<file path="src/rtl/mult_div_unit.sv">
// Sequential signed multiply/divide unit: radix-2 Booth multiply, restoring divide.
// Each operation takes WIDTH+1 cycles. A divide by zero is rejected with a one-cycle flag.
module mult_div_unit #(
  parameter int unsigned WIDTH = 32
) (
  input  logic             clk,
  input  logic             reset,
  input  logic             start,
  input  logic             op,
  input  logic [WIDTH-1:0] a_in,
  input  logic [WIDTH-1:0] b_in,
  output logic             busy,
  output logic             done,
  output logic             div_zero,
  output logic [WIDTH-1:0] hi_out,
  output logic [WIDTH-1:0] lo_out
);

  localparam int unsigned   CntW    = (WIDTH > 1) ? $clog2(WIDTH) : 1;
  localparam logic [CntW-1:0] CntLast = CntW'(WIDTH - 1);

  typedef enum logic [2:0] {StIdle, StMult, StDiv, StFix, StZero} state_e;

  state_e r_state, w_state_next;

  logic [CntW-1:0]  r_cnt;
  logic [WIDTH:0]   r_acc;    // Booth accumulator / partial remainder
  logic [WIDTH-1:0] r_q;      // multiplier / dividend, shifted into product low / quotient
  logic [WIDTH-1:0] r_b;      // multiplicand / divisor magnitude
  logic             r_qm1;
  logic             r_op;
  logic             r_neg_q;
  logic             r_neg_r;
  logic             r_done;
  logic [WIDTH-1:0] r_hi;
  logic [WIDTH-1:0] r_lo;

  logic             w_last;
  logic [WIDTH-1:0] w_a_mag;
  logic [WIDTH-1:0] w_b_mag;
  logic [WIDTH:0]   w_m_ext;
  logic [WIDTH:0]   w_booth_sum;
  logic [WIDTH:0]   w_rem_sh;
  logic [WIDTH:0]   w_rem_diff;
  logic [WIDTH-1:0] w_quo_fix;
  logic [WIDTH-1:0] w_rem_fix;

  assign w_last     = (r_cnt == CntLast);
  assign w_a_mag    = a_in[WIDTH-1] ? -a_in : a_in;
  assign w_b_mag    = b_in[WIDTH-1] ? -b_in : b_in;
  assign w_m_ext    = {r_b[WIDTH-1], r_b};
  assign w_rem_sh   = {r_acc[WIDTH-1:0], r_q[WIDTH-1]};
  assign w_rem_diff = w_rem_sh - {1'b0, r_b};
  assign w_quo_fix  = r_neg_q ? -r_q : r_q;
  assign w_rem_fix  = r_neg_r ? -r_acc[WIDTH-1:0] : r_acc[WIDTH-1:0];

  // Accumulator is one bit wider so that subtracting the most negative multiplicand cannot wrap.
  always_comb begin
    w_booth_sum = r_acc;
    case ({r_q[0], r_qm1})
      2'b01:   w_booth_sum = r_acc + w_m_ext;
      2'b10:   w_booth_sum = r_acc - w_m_ext;
      default: w_booth_sum = r_acc;
    endcase
  end

  always_ff @(posedge clk) begin
    if (reset) begin
      r_state <= StIdle;
    end else begin
      r_state <= w_state_next;
    end
  end

  always_comb begin
    w_state_next = r_state;
    unique case (r_state)
      StIdle: begin
        if (start) begin
          if (!op) begin
            w_state_next = StMult;
          end else if (b_in == '0) begin
            w_state_next = StZero;
          end else begin
            w_state_next = StDiv;
          end
        end
      end
      StMult, StDiv: begin
        if (w_last) begin
          w_state_next = StFix;
        end
      end
      StFix:   w_state_next = StIdle;
      StZero:  w_state_next = StIdle;
      default: w_state_next = StIdle;
    endcase
  end

  always_comb begin
    busy     = 1'b0;
    div_zero = 1'b0;
    case (r_state)
      StMult, StDiv, StFix: busy     = 1'b1;
      StZero:               div_zero = 1'b1;
      default: ;
    endcase
  end

  assign done   = r_done;
  assign hi_out = r_hi;
  assign lo_out = r_lo;

  always_ff @(posedge clk) begin
    if (reset) begin
      r_cnt   <= '0;
      r_acc   <= '0;
      r_q     <= '0;
      r_b     <= '0;
      r_qm1   <= 1'b0;
      r_op    <= 1'b0;
      r_neg_q <= 1'b0;
      r_neg_r <= 1'b0;
      r_done  <= 1'b0;
      r_hi    <= '0;
      r_lo    <= '0;
    end else begin
      r_done <= 1'b0;
      case (r_state)
        StIdle: begin
          if (start) begin
            r_cnt   <= '0;
            r_acc   <= '0;
            r_qm1   <= 1'b0;
            r_op    <= op;
            r_neg_q <= a_in[WIDTH-1] ^ b_in[WIDTH-1];
            r_neg_r <= a_in[WIDTH-1];
            if (!op) begin
              r_q <= a_in;
              r_b <= b_in;
            end else begin
              r_q <= w_a_mag;
              r_b <= w_b_mag;
            end
          end
        end
        StMult: begin
          r_acc <= {w_booth_sum[WIDTH], w_booth_sum[WIDTH:1]};
          r_q   <= {w_booth_sum[0], r_q[WIDTH-1:1]};
          r_qm1 <= r_q[0];
          r_cnt <= r_cnt + CntW'(1);
        end
        StDiv: begin
          // Negative trial difference means the divisor did not fit: restore.
          r_acc <= w_rem_diff[WIDTH] ? w_rem_sh : w_rem_diff;
          r_q   <= {r_q[WIDTH-2:0], ~w_rem_diff[WIDTH]};
          r_cnt <= r_cnt + CntW'(1);
        end
        StFix: begin
          if (r_op) begin
            r_hi <= w_rem_fix;
            r_lo <= w_quo_fix;
          end else begin
            r_hi <= r_acc[WIDTH-1:0];
            r_lo <= r_q;
          end
          r_done <= 1'b1;
        end
        default: ;
      endcase
    end
  end

endmodule

</file>
<file path="config.mk">
export PLATFORM = sky130hd
export DESIGN_NAME = mult_div_unit
export DESIGN_NICKNAME = d
export VERILOG_FILES = /design/src/rtl/mult_div_unit.sv
export SDC_FILE = /design/constraint.sdc
export NUM_CORES = 1
export LEC_CHECK = 0
export CAP_MARGIN = 20
export CORE_MARGIN = 2
export CORE_UTILIZATION = 59
export DETAILED_ROUTE_END_ITERATION = 7
export GPL_ROUTABILITY_DRIVEN = 0
export PLACE_DENSITY = 0.82
export SLEW_MARGIN = 40
export SYNTH_ARGS = -nofsm -noshare
export SYNTH_HDL_FRONTEND = slang
export SYNTH_SLANG_ARGS = --single-unit
</file>
<file path="constraint.sdc">
create_clock -name clk -period 5.6 [get_ports clk]
set_input_delay 0.84 -clock clk [delete_from_list [all_inputs] [get_ports clk]]
set_output_delay 0.84 -clock clk [all_outputs]
set_load 0.01 [all_outputs]
</file>
==> metrics.csv <==
stage,metric,value,unit
critical_path,CP startpoint,r_b[12],
sta,Setup TNS,0,ns
cts,cts hold-fix bufs,0,
critical_path,r2r endpoint,r_acc[31],
job,Max-cap violations,0,
synth,Yosys warnings,0,
power_and_ir_drop,Net Switching,2620,µW
die,Die Area,0.0246,mm²
cts,CTS Buf Count,17,
grt,initial antenna violation count,0,
synth,synth unique cells,76,
critical_path,critical path data required time,5.97,ns
cts,Clock Path Buffers,2,
sta,Final min period,4.68,ns
power_and_ir_drop,clock share of power,20.2,%
grt,largest net degree at the start of global routing,138,
power_and_ir_drop,pwr/cell area,371,mW/mm²
critical_path,crit start category,flip-flop,
final_layout,Area Growth Syn to Fin,14.4,%
final_layout,Ant. Diodes,0,
sta,clock skew,0.0129,ns
synth,asr flop ratio synth,0,%
hold_path,HP Class,flip-flop to flip-flop,
die,height of the die,157,µm
synth,top_reg_cell synth,dfxtp_1,
grt,first-pass GRT wire length,62500,µm
final_layout,fill count,1897,
outcome,status,"complete, no violations",
cts,clk_lat worst skew,0.45,ns
power_and_ir_drop,leakage,0.00577,µW
cts,CTS root buf,clkbuf_16,
cts,CTS tree,built,
die,initial core utilization,60.6,%
critical_path,Crit Path Max Fanout,7,
power_and_ir_drop,Peak supply drop,0.222,mV
final_layout,post-route cell area,0.0158,mm²
power_and_ir_drop,Sequential Power Share,28.3,%
critical_path,worst r2r path cells,16,
grt,GRT Util Overall,30.9,%
final_layout,"most common cell after layout, fill and taps aside",nor2_1,
power_and_ir_drop,Internal Power,3240,µW
synth,Syn Area/Cell,7.53,µm²
sta,worst-margin pin slew,0.775,ns
sta,Final Setup Violations,0,
critical_path,CP cell instances,"nor4_4, nand3_1, or3_1, nor4_1, a21oi_1, xnor2_1, ha_1, a211o_1, o211ai_1, a21oi_1, o31a_1, nor4_2, xnor2_1, or3_1, and3_1, a211oi_2",
sta,fmax,214,MHz
critical_path,Crit path buffers/inverters,0,
critical_path,CP Capture Type,flip-flop,
cts,Clock Sink Count,174,
critical_path,CP max-delay cell,nor4_1,
synth,"Seq/Total Area, Yosys",25.2,%
hold_path,min-delay src,hi_out[0],
die,Core ar.,0.0228,mm²
hold_path,hold depth,2,
sta,Slew HR,48.2,%
route,DRC,0,
sta,RSZ-0062 raised after global routing,no,
critical_path,FF-to-FF Start,r_b[12],
synth,cells after synthesis,1833,
route,drt wl/cell,17.3,µm
grt,vias in the first global route,12900,
critical_path,FF-to-FF setup slack,0.92,ns
hold_path,"Endpoint, Worst Hold",hi_out[0],
final_layout,share of layout cells above drive strength 1,4.43,%
cts,H-tree levels,4,
final_layout,Layout Nets,2025,
placement,Post-DP Area,0.0151,mm²
critical_path,critical path type,flip-flop to flip-flop,
die,Site Rows,55,
die,Die Span X,157,µm
route,post-route ant nets,0,
route,Iteration-0 DRC Markers,1649,
synth,syn_nets,1976,
route,DRT Wirelength,38200,µm
grt,final global-route overflow total,0,
sta,fin crit share,83.6,%
synth,register bit total from synthesis,174,
final_layout,most frequent cells in the layout,"nor2_1 (253), dfxtp_1 (174), a21oi_1 (160)",
route,Vias per Instance,6.32,
die,Top-Level Pins,135,
final_layout,fin util,69.3,%
sta,Pins Over Slew Limit,0,
route,routed via count,14000,
cts,clock input transition at the sequential cells of the worst setup and hold paths,0.07,ns
placement,DPL Wire Length,28100,µm
sta,Final Hold Fails,0,
cts,# Post-CTS Setup Buffers,0,
critical_path,Crit path largest cell delay,0.56,ns
critical_path,Critical Path AT,5.06,ns
power_and_ir_drop,Switching Fraction,44.8,%
synth,Post-Synthesis Cell Area,0.0138,mm²
route,First-pass DRT Iterations,6,
power_and_ir_drop,combinational fraction of design power,51.5,%
cts,cts repair resizes,0,
critical_path,"CP delay by family, top",simple AND/OR/NAND/NOR gates,
placement,I/O Buffers,134,
synth,"EDFF count, synth",0,
[registers in the layout, summed over array words and instances (netlist names), 3 cells and up]
register  count
r_acc        33
hi_out       32
lo_out       32
r_b          32
r_q          32
r_cnt         5
r_state       3
[worst max-delay path by stage]
stage | to | slack (ns) | cells after the start
CTS | r_acc[31] | 0.98 | 16
global placement | r_acc[31] | 1.13 | 16
finish | r_acc[31] | 0.92 | 16
global route | r_acc[31] | 0.56 | 16
detailed placement | r_acc[31] | 0.98 | 16
floorplan | r_acc[25] | 1.44 | 19
[worst min-delay path: cells and delay by family, from the launching register on]
family,cells,cell delay [ns]
DFF,1,0.31
and+or+nand+nor,1,0.06
AOI/OAI and AO/OA,1,0.05
[synth_stat cells (4+ instances only)]
library cell / instances / area, µm²
nor2_1: 254 / 953
dfxtp_1: 174 / 3480
a21oi_1: 160 / 801
nand2_1: 131 / 492
xnor2_1: 117 / 1020
o21ai_0: 113 / 566
clkbuf_1: 104 / 390
a211oi_1: 86 / 646
xor2_1: 79 / 692
ha_1: 73 / 913
inv_1: 69 / 259
nor3_1: 50 / 250
a221oi_1: 37 / 324
a31oi_1: 31 / 194
a21o_1: 20 / 150
nand3_1: 19 / 95.1
nor4_1: 19 / 119
o31ai_1: 19 / 143
a221o_1: 17 / 170
a311oi_1: 17 / 149
and3_1: 15 / 93.8
nand2b_1: 15 / 93.8
and2_1: 14 / 87.6
or3_1: 14 / 87.6
a222oi_1: 12 / 120
mux2i_1: 12 / 120
o211ai_1: 12 / 90.1
nand4_1: 10 / 62.6
o21a_1: 9 / 67.6
nor2b_1: 8 / 50.1
o21bai_1: 8 / 60.1
o41ai_1: 8 / 70.1
a22oi_1: 7 / 52.6
o22ai_1: 7 / 43.8
or4_1: 7 / 52.6
buf_1: 6 / 22.5
a41oi_1: 5 / 43.8
mux2_2: 5 / 56.3
nor3b_1: 5 / 37.5
a211o_1: 4 / 35.0
buf_6: 4 / 45.0
[cells by family (layout without fill, tap and decap cells)]
| family | after synthesis | after routing | synth area share (%) |
|---|---|---|---|
| simple gates | 586 | 586 | 19.9 |
| buf+inv | 193 | 255 | 5.84 |
| fa+ha+maj | 75 | 75 | 6.91 |
| flops | 174 | 174 | 25.2 |
| compound gates | 592 | 592 | 28.4 |
| xor+xnor | 196 | 196 | 12.4 |
| mux | 17 | 17 | 1.28 |
[metrics by stage]
stage	setup WS [ns]	power (µW)	instances	hold slack, ns
finish	0.917	5860	2208	0.467
global route	0.563	6250	2208	0.484
CTS	0.975	5780	2205	0.468
detailed placement	0.981	4600	2173	0.453
global placement	1.13	4530	2173	0.444
floorplan	1.44	3880	1833	0.439
[area by class of cell]
| cell class | count | area, µm² | area share, % |
|---|---|---|---|
| Clock inverter | 14 | 140 | 0.887 |
| Inverter | 69 | 259 | 1.64 |
| Sequential cell | 174 | 3480 | 22.1 |
| Multi-Input combinational cell | 1466 | 9540 | 60.4 |
| Timing Repair Buffer | 154 | 1540 | 9.74 |
| Tap cell | 313 | 392 | 2.48 |
| Clock buffer | 18 | 439 | 2.78 |
[per-layer routing]
layer / track usage, % / routed length (µm)
met1: 40.5 / 16200
met2: 52.2 / 17600
met3: 3.69 / 3380
met4: 11.7 / 1060
met5: 0 / 0
[power by group through the flow]
stage          Combinational (µW)  Sequential (µW)  Clock, µW
4_1_cts                      2950             1650       1180
6_report                     3020             1660       1180
5_1_grt                      3330             1680       1240
3_3_place_gp                 2860             1670          0
3_5_place_dp                 2930             1680          0
2_1_floorplan                2310             1570          0
(Power assumes the default switching activity.)
==> RTL edit, RTL diff (config.mk and constraints unchanged) <==
Set the parameter `WIDTH` to 16 (it was 32).
--- a/src/rtl/mult_div_unit.sv
+++ b/src/rtl/mult_div_unit.sv
@@ -2,5 +2,5 @@
 // Each operation takes WIDTH+1 cycles. A divide by zero is rejected with a one-cycle flag.
 module mult_div_unit #(
-  parameter int unsigned WIDTH = 32
+  parameter int unsigned WIDTH = 16
 ) (
   input  logic             clk,
Ports: changed (resized a_in, b_in, hi_out and lo_out); port bits go from 135 to 71. The function was not compared with the original's and may differ.
==> RTL edit against the unedited design <==
Wire length is 51% lower; area after synthesis is 50% lower; sequential power is 48% lower; power is 49% lower; global-route usage is 1.4 points lower; fmax is 6.5% higher; utilization is 0.43 points higher; setup slack better by 0.29 ns; design area is 49% lower; clock power is 38% lower; clock skew is 0.0020 ns lower; combinational power is 54% lower; critical path type unchanged; sequential cell count is 81 lower.
==> RTL edit: results (changes against the unedited design) <==
* Outcome: finished, final reports clean
* Clk_lat worst skew at 0.36 ns (-0.09 ns)
* Largest cells by area after synthesis: dfxtp_1 27%, ha_1 7.2%, nor2_1 6.7%, xnor2_1 6.5%, a211oi_1 4.4%
* Worst-margin pin slew at 0.731 ns (-0.0444 ns)
* Pwr Density at 375 nW/µm² (+0.97%)
* Synth cell types at 67 (-12%)
* Comb pwr share at 46.6% (-4.9 points)
* Synth Area in XOR/XNOR at 10.8% (-1.6 points)
* DR WL/cell at 17.3 µm (-0.30%)
* DRT iter0 DRCs at 781 (-53%)
* Max reg flops at 17 (-48%)
* Leak at 2.94 nW (-49%)
* CP max-delay cell: ha_1
* Syn Nets at 987 (-50%)
* FILL cells at 978 (-48%)
* Vias/cell at 6.32 (about the same)
* Num CTS Buffers at 9 (-8)
* Maximum vdd drop at 0.206 mV (-7.2%)
* Post-synthesis cell count at 909 (-50%)
* Crit-path max FO at 15 (+8)
* Commonest cells in the netlist: 125 x nor2_1, 93 x dfxtp_1, 79 x nand2_1
* Compound-gate portion of the synthesized area at 27.2% (-1.2 points)
* Clock Skew at 0.0109 ns (-0.00201 ns)
* Wire length on met3 at 1100 µm (-67%)
* Largest net degree at the start of global routing at 59 (-57%)
* HP Start: hi_out[8]
* Total GRT Usage at 29.6% (-1.4 points)
* Mux cell area share after synthesis at 1.78% (+0.50 points)
[RTL edit: worst max-delay path, delay by kind of cell (launching register included)]
| kind | cells | cell delay, ns |
|---|---|---|
| simple gates | 3 | 0.47 |
| buf+inv | 1 | 0.06 |
| compound gates | 10 | 2.10 |
| fa+ha+maj | 3 | 1.22 |
| flops | 1 | 0.41 |
[RTL edit: layout make-up]
cell class | count | area [µm²] | area share (%)
Clock buffer | 9 | 225 | 2.82
Sequential cell | 93 | 1860 | 23.3
Tap cell | 143 | 179 | 2.24
Inverter | 32 | 120 | 1.50
Timing Repair Buffer | 74 | 728 | 9.10
Multi-Input combinational cell | 724 | 4760 | 59.5
Clock inverter | 7 | 126 | 1.58
[RTL edit: worst paths after layout]
check,end,slack (ns),cells past startpoint
setup / recovery,r_acc[14],1.20,17
setup reg to reg,r_acc[14],1.20,17
hold reg to reg,hi_out[8],0.45,2
hold / removal,hi_out[8],0.45,2
